$ cat config.mk
export PLATFORM = sky130hd
export DESIGN_NAME = dma_request_arbiter
export DESIGN_NICKNAME = d
export VERILOG_FILES = /design/src/rtl/dma_pkg.sv /design/src/rtl/dma_request_arbiter_rr_pick.sv /design/src/rtl/dma_request_arbiter.sv
export SDC_FILE = /design/constraint.sdc
export NUM_CORES = 1
export LEC_CHECK = 0
export BUFFER_PORTS_ARGS = -buffer_cell sky130_fd_sc_hd__clkbuf_2
export CELL_PAD_IN_SITES_DETAIL_PLACEMENT = 1
export CELL_PAD_IN_SITES_GLOBAL_PLACEMENT = 1
export CORE_MARGIN = 3
export CORE_UTILIZATION = 40
export CTS_BUF_LIST = sky130_fd_sc_hd__clkbuf_16
export DETAILED_ROUTE_END_ITERATION = 10
export PLACE_DENSITY = 0.82
export SETUP_SLACK_MARGIN = 0.1
export SYNTH_ARGS = -nofsm -noshare
export SYNTH_HDL_FRONTEND = slang
export SYNTH_HIERARCHICAL = 1
export SYNTH_SLANG_ARGS = --single-unit
$ cat constraint.sdc
create_clock -name clock -period 2.5 [get_ports clock]
set_clock_uncertainty 0.2 [all_clocks]
set_input_delay 0.25 -clock clock [delete_from_list [all_inputs] [get_ports clock]]
set_output_delay 0.25 -clock clock [all_outputs]
set_load 0.005 [all_outputs]
$ cat src/rtl/dma_pkg.sv
// Constants and types shared by the DMA request arbiter and the DMA engine.
package dma_pkg;

  localparam logic READ  = 1'b0;  // shm -> proc
  localparam logic WRITE = 1'b1;  // proc -> shm

  localparam int SIZE      = 4;
  localparam int PROCSIZE  = 4;
  localparam int PAGE_SIZE = 16;
  localparam int WORD_SIZE = 8;

  typedef enum logic [1:0] {
    IDLE,
    ISSUE,
    WAIT_DONE
  } arb_state_t;

  typedef struct packed {
    logic                action;
    logic [SIZE-1:0]     ptr;
    logic [PROCSIZE-1:0] start;
    logic [PROCSIZE-1:0] length;
  } dma_req_t;

endpackage

$ cat src/rtl/dma_request_arbiter_rr_pick.sv
// Combinational round-robin picker: first set bit of pending_i searching
// upward from last_grant_i+1, wrapping modulo N.
module rr_pick #(
  parameter int N = 4,
  parameter int W = (N > 1) ? $clog2(N) : 1
) (
  input  logic [N-1:0] pending_i,
  input  logic [W-1:0] last_grant_i,
  output logic [W-1:0] grant_o,
  output logic         any_o
);

  int idx;

  // Scanning from the farthest offset down lets the nearest candidate win.
  always_comb begin
    grant_o = '0;
    any_o   = |pending_i;
    idx     = 0;
    for (int off = N; off >= 1; off--) begin
      idx = (int'(last_grant_i) + off) % N;
      if (pending_i[W'(idx)]) grant_o = W'(idx);
    end
  end

endmodule

$ cat src/rtl/dma_request_arbiter.sv
// Captures toggle-style copy requests per processor, serves them round-robin
// to the DMA over valid/ready, and returns a toggle acknowledge on completion.
module dma_request_arbiter #(
  parameter int PROC_CNT = 4,
  parameter int SIZE     = dma_pkg::SIZE,
  parameter int PROCSIZE = dma_pkg::PROCSIZE,
  parameter int PW       = $clog2(PROC_CNT)
) (
  input  logic                         clock,
  input  logic                         reset_n,
  input  logic [PROC_CNT-1:0]          trigger,
  input  logic [PROC_CNT-1:0]          action,
  input  logic [PROC_CNT*SIZE-1:0]     ptr,
  input  logic [PROC_CNT*PROCSIZE-1:0] copy_start,
  input  logic [PROC_CNT*PROCSIZE-1:0] copy_length,
  output logic [PROC_CNT-1:0]          ack,
  output logic [PROC_CNT-1:0]          busy,
  output logic [PROC_CNT-1:0]          overrun,
  output logic                         req_valid,
  input  logic                         req_ready,
  output logic [PW-1:0]                req_proc,
  output logic                         req_action,
  output logic [SIZE-1:0]              req_ptr,
  output logic [PROCSIZE-1:0]          req_start,
  output logic [PROCSIZE-1:0]          req_length,
  input  logic                         dma_done
);

  import dma_pkg::*;

  arb_state_t state_q, state_d;

  logic [PROC_CNT-1:0] last_trig_q;
  logic [PROC_CNT-1:0] pending_q, pending_d;
  logic [PROC_CNT-1:0] overrun_q, overrun_d;
  logic [PROC_CNT-1:0] ack_q, ack_d;
  logic [PW-1:0]       last_grant_q, last_grant_d;

  logic                req_valid_q, req_valid_d;
  logic [PW-1:0]       req_proc_q, req_proc_d;
  logic                req_action_q, req_action_d;
  logic [SIZE-1:0]     req_ptr_q, req_ptr_d;
  logic [PROCSIZE-1:0] req_start_q, req_start_d;
  logic [PROCSIZE-1:0] req_length_q, req_length_d;

  logic                slot_action_q [PROC_CNT];
  logic [SIZE-1:0]     slot_ptr_q    [PROC_CNT];
  logic [PROCSIZE-1:0] slot_start_q  [PROC_CNT];
  logic [PROCSIZE-1:0] slot_length_q [PROC_CNT];

  logic [PROC_CNT-1:0] req_vec, clr_vec, accept_vec;
  logic [PW-1:0]       pick;
  logic                pick_any;

  rr_pick #(.N(PROC_CNT), .W(PW)) u_rr_pick (
    .pending_i    (pending_q),
    .last_grant_i (last_grant_q),
    .grant_o      (pick),
    .any_o        (pick_any)
  );

  // A slot freed by dma_done this cycle may be refilled in the same cycle.
  always_comb begin
    clr_vec = '0;
    if (state_q == WAIT_DONE && dma_done) clr_vec[req_proc_q] = 1'b1;
    req_vec    = trigger ^ last_trig_q;
    accept_vec = req_vec & (~pending_q | clr_vec);
    pending_d  = (pending_q & ~clr_vec) | accept_vec;
    overrun_d  = overrun_q | (req_vec & ~accept_vec);
  end

  always_comb begin
    state_d      = state_q;
    ack_d        = ack_q;
    last_grant_d = last_grant_q;
    req_valid_d  = req_valid_q;
    req_proc_d   = req_proc_q;
    req_action_d = req_action_q;
    req_ptr_d    = req_ptr_q;
    req_start_d  = req_start_q;
    req_length_d = req_length_q;
    unique case (state_q)
      IDLE: begin
        if (pick_any) begin
          state_d      = ISSUE;
          req_valid_d  = 1'b1;
          req_proc_d   = pick;
          req_action_d = slot_action_q[pick];
          req_ptr_d    = slot_ptr_q[pick];
          req_start_d  = slot_start_q[pick];
          req_length_d = slot_length_q[pick];
        end
      end
      ISSUE: begin
        if (req_ready) begin
          state_d     = WAIT_DONE;
          req_valid_d = 1'b0;
        end
      end
      WAIT_DONE: begin
        if (dma_done) begin
          state_d             = IDLE;
          ack_d[req_proc_q]   = ~ack_q[req_proc_q];
          last_grant_d        = req_proc_q;
        end
      end
      default: state_d = IDLE;
    endcase
  end

  always_ff @(posedge clock or negedge reset_n) begin
    if (!reset_n) begin
      state_q      <= IDLE;
      last_trig_q  <= '0;
      pending_q    <= '0;
      overrun_q    <= '0;
      ack_q        <= '0;
      last_grant_q <= PW'(PROC_CNT - 1);
      req_valid_q  <= 1'b0;
      req_proc_q   <= '0;
      req_action_q <= 1'b0;
      req_ptr_q    <= '0;
      req_start_q  <= '0;
      req_length_q <= '0;
      for (int i = 0; i < PROC_CNT; i++) begin
        slot_action_q[i] <= 1'b0;
        slot_ptr_q[i]    <= '0;
        slot_start_q[i]  <= '0;
        slot_length_q[i] <= '0;
      end
    end else begin
      state_q      <= state_d;
      last_trig_q  <= trigger;
      pending_q    <= pending_d;
      overrun_q    <= overrun_d;
      ack_q        <= ack_d;
      last_grant_q <= last_grant_d;
      req_valid_q  <= req_valid_d;
      req_proc_q   <= req_proc_d;
      req_action_q <= req_action_d;
      req_ptr_q    <= req_ptr_d;
      req_start_q  <= req_start_d;
      req_length_q <= req_length_d;
      for (int i = 0; i < PROC_CNT; i++) begin
        if (accept_vec[i]) begin
          slot_action_q[i] <= action[i];
          slot_ptr_q[i]    <= ptr[i*SIZE +: SIZE];
          slot_start_q[i]  <= copy_start[i*PROCSIZE +: PROCSIZE];
          slot_length_q[i] <= copy_length[i*PROCSIZE +: PROCSIZE];
        end
      end
    end
  end

  assign ack        = ack_q;
  assign busy       = pending_q;
  assign overrun    = overrun_q;
  assign req_valid  = req_valid_q;
  assign req_proc   = req_proc_q;
  assign req_action = req_action_q;
  assign req_ptr    = req_ptr_q;
  assign req_start  = req_start_q;
  assign req_length = req_length_q;

endmodule

==> results.cfg <==
[route]
vias_per_cell = 5.00
dr.pass1.iters = 4
drc_errors = 0
wl_um = 10300
ant_nets = 0
vias = 2686
wl_per_cell_um = 19.3
drt_iter0_drc = 64

[pwr]
power.density_mw_per_mm2 = 1100
peakVddDrop_mv = 0.551
p_leak_nw = 2.54

[timing]
finalSetupViolCount = 0
finalSetupTns_ns = 0
hold_viol_final = 0
rsz0062_at_grt = false
max_freq_mhz = 427
fin_crit_sh_pct = 93.7
min_period_ns = 2.34
timing.slew.headroom_pct = 71.4
setup_slack_ns = 0.157
worst_pin_slew_ns = 0.429
slew_violations = 0

[grt]
grt_pass1_vias = 3121
grt_pass1_wl_um = 16900
antenna_found_initial = 0
grt.total_usage_pct = 20.3
overflow = 0
grt_max_degree = 45

[synthesis]
synthArstFlopShare_pct = 100
ys_seq_area_share_pct = 57.5
synth_edf_count = 0
synth_seq_cells = 88
syn_avg_cell_area_sq_um = 15.9
synthDistinctLibCells = 33
netlist_instances = 242
synth_nets = 302
synth_ff_type = dfrtp_1
yosysWarnings = 6
syn_area_sq_mm = 0.00384

[placed_design]
gp_congestion = 0.736
placedCellCount = 459
post-dp-hpwl_um = 6390
placed_cell_area_sq_mm = 0.00449
numPortBuffers = 87
pre_cts_ws_ns = 0.171

[cts]
cts_inserted_buffers = 9
cts_root_buf = clkbuf_16
clock_sinks = 88
cts_tree = done
cts.clk_slew.worst_paths_ns = 0.07
insertion_delay_ns = 0.34
cts.htree.levels = 3
cts_buffer_depth = 2

[die]
die_x_um = 104
die_h_um = 104
row_count = 35
dieArea_sq_mm = 0.0108
io_pins = 88
fp.coreArea_sq_mm = 0.00928
start_util_pct = 41.3

[cells_and_area]
final_cell_count_no_fill = 537
post-route-util_pct = 58.2
area_growth_pct = 40.7
fin_area_sq_mm = 0.00540
diodes = 0
final_cell_mix = clkbuf_2 (86), dfrtp_1 (83), dlygate4sd3_1 (59), mux2_2 (49), mux2_4 (20)
layout-drive-gt1-share_pct = 52.0
final_net_count = 463
final_common_cell = clkbuf_2

[critical_path]
critPathRequiredTime_ns = 2.52
cp_max_fo = 7
worstSetupPathType = reg -> reg
end_kind = register
cp_data_arrival_time_ns = 2.36
start_kind = register

[run]
cap_violations = 0

[min_path]
hold_path_class = in -> async

[outcome]
status = finished, final reports clean
-- cell families (layout without fill, tap and decap cells) --
| kind of cell | after synthesis | in the layout | synth area share (%) |
|---|---|---|---|
| xor+xnor | 8 | 8 | 1.83 |
| flops | 88 | 88 | 57.5 |
| simple gates | 27 | 27 | 4.04 |
| mux | 83 | 83 | 30.1 |
| buf+inv | 12 | 178 | 2.15 |
| compound gates | 24 | 24 | 4.43 |
-- synthesized netlist by cell type, drive strengths merged (3+ instances only) --
| library cell | count | area (sq um) |
|---|---|---|
| o21bai | 4 | 30.0 |
| xor2 | 4 | 35.0 |
| nand2b | 4 | 25.0 |
| mux2 | 69 | 852 |
| o21ai | 6 | 30.0 |
| dfrtp | 86 | 2150 |
| nor2 | 7 | 26.3 |
| inv | 3 | 11.3 |
| a21oi | 8 | 58.8 |
| nand2 | 10 | 52.6 |
| xnor2 | 4 | 35.0 |
| mux4 | 13 | 293 |
| buf | 8 | 67.6 |
-- area by class of cell --
class,instances,area [sq um]
inverters,3,11.3
repair buffers,159,1170
fillers,921,3880
flip-flops and latches,88,2210
well taps,129,161
multi-input cells,142,1580
clock buffers,9,225
clock inverters,7,46.3
-- through the flow --
stage / power, mW / hold slack (ns)
after detailed placement: 4.55 / -0.0996
after floorplan: 3.83 / -0.246
after global routing: 6.30 / 0.130
after CTS: 5.89 / 0.0792
final: 5.94 / 0.110
after global placement: 4.40 / -0.102
-- critical path, stage by stage (launching register included) --
cell       delay, ns
dfstp_2         0.56
nand2b_4        0.13
a21oi_2         0.07
o221ai_4        0.27
clkbuf_16       0.22
mux4_2          0.49
mux2_2          0.28
-- registers in the layout, indices dropped and copies added (netlist names) --
register	flops
last_grant_q	2
req_ptr	4
state_q	2
req_proc	2
slot_start_q	16
overrun	4
req_action	1
req_valid	1
busy	4
slot_length_q	16
req_length	4
req_start	4
last_trig_q	4
slot_ptr_q	16
slot_action_q	4
ack	4
-- worst paths after layout --
check / from / end / slack (ns) / cells past startpoint
min reg2reg: ack[3] / ack[3] / 0.27 / 1
max reg2reg: last_grant_q[1] / req_action / 0.16 / 6
max: last_grant_q[1] / req_action / 0.16 / 6
min in group clock: ack[3] / ack[3] / 0.27 / 1
max in group asynchronous: reset_n / slot_length_q[12] / 1.33 / 3
min: reset_n / overrun[1] / 0.11 / 2
-- timing repair --
item | 4_1_cts | 5_1_grt
setup buffers | 0 | 2
gates resized for setup | 0 | 4
endpoints found under the hold margin | 144 | 0
hold buffers | 59 | 0
setup endpoints to repair | 0 | 7
-- where the power goes --
group,internal (mW),switching [mW]
registers,2.05,0.414
logic,1.41,0.817
clock network,0.672,0.567
-- per-layer routing --
| layer | share of wire [%] | global-route usage [%] |
|---|---|---|
| met5 | 0 | 0 |
| met4 | 1.2 | 5.32 |
| met3 | 3.5 | 4.59 |
| met2 | 56 | 37.7 |
| met1 | 40 | 23.5 |
(Power assumes the default switching activity.)
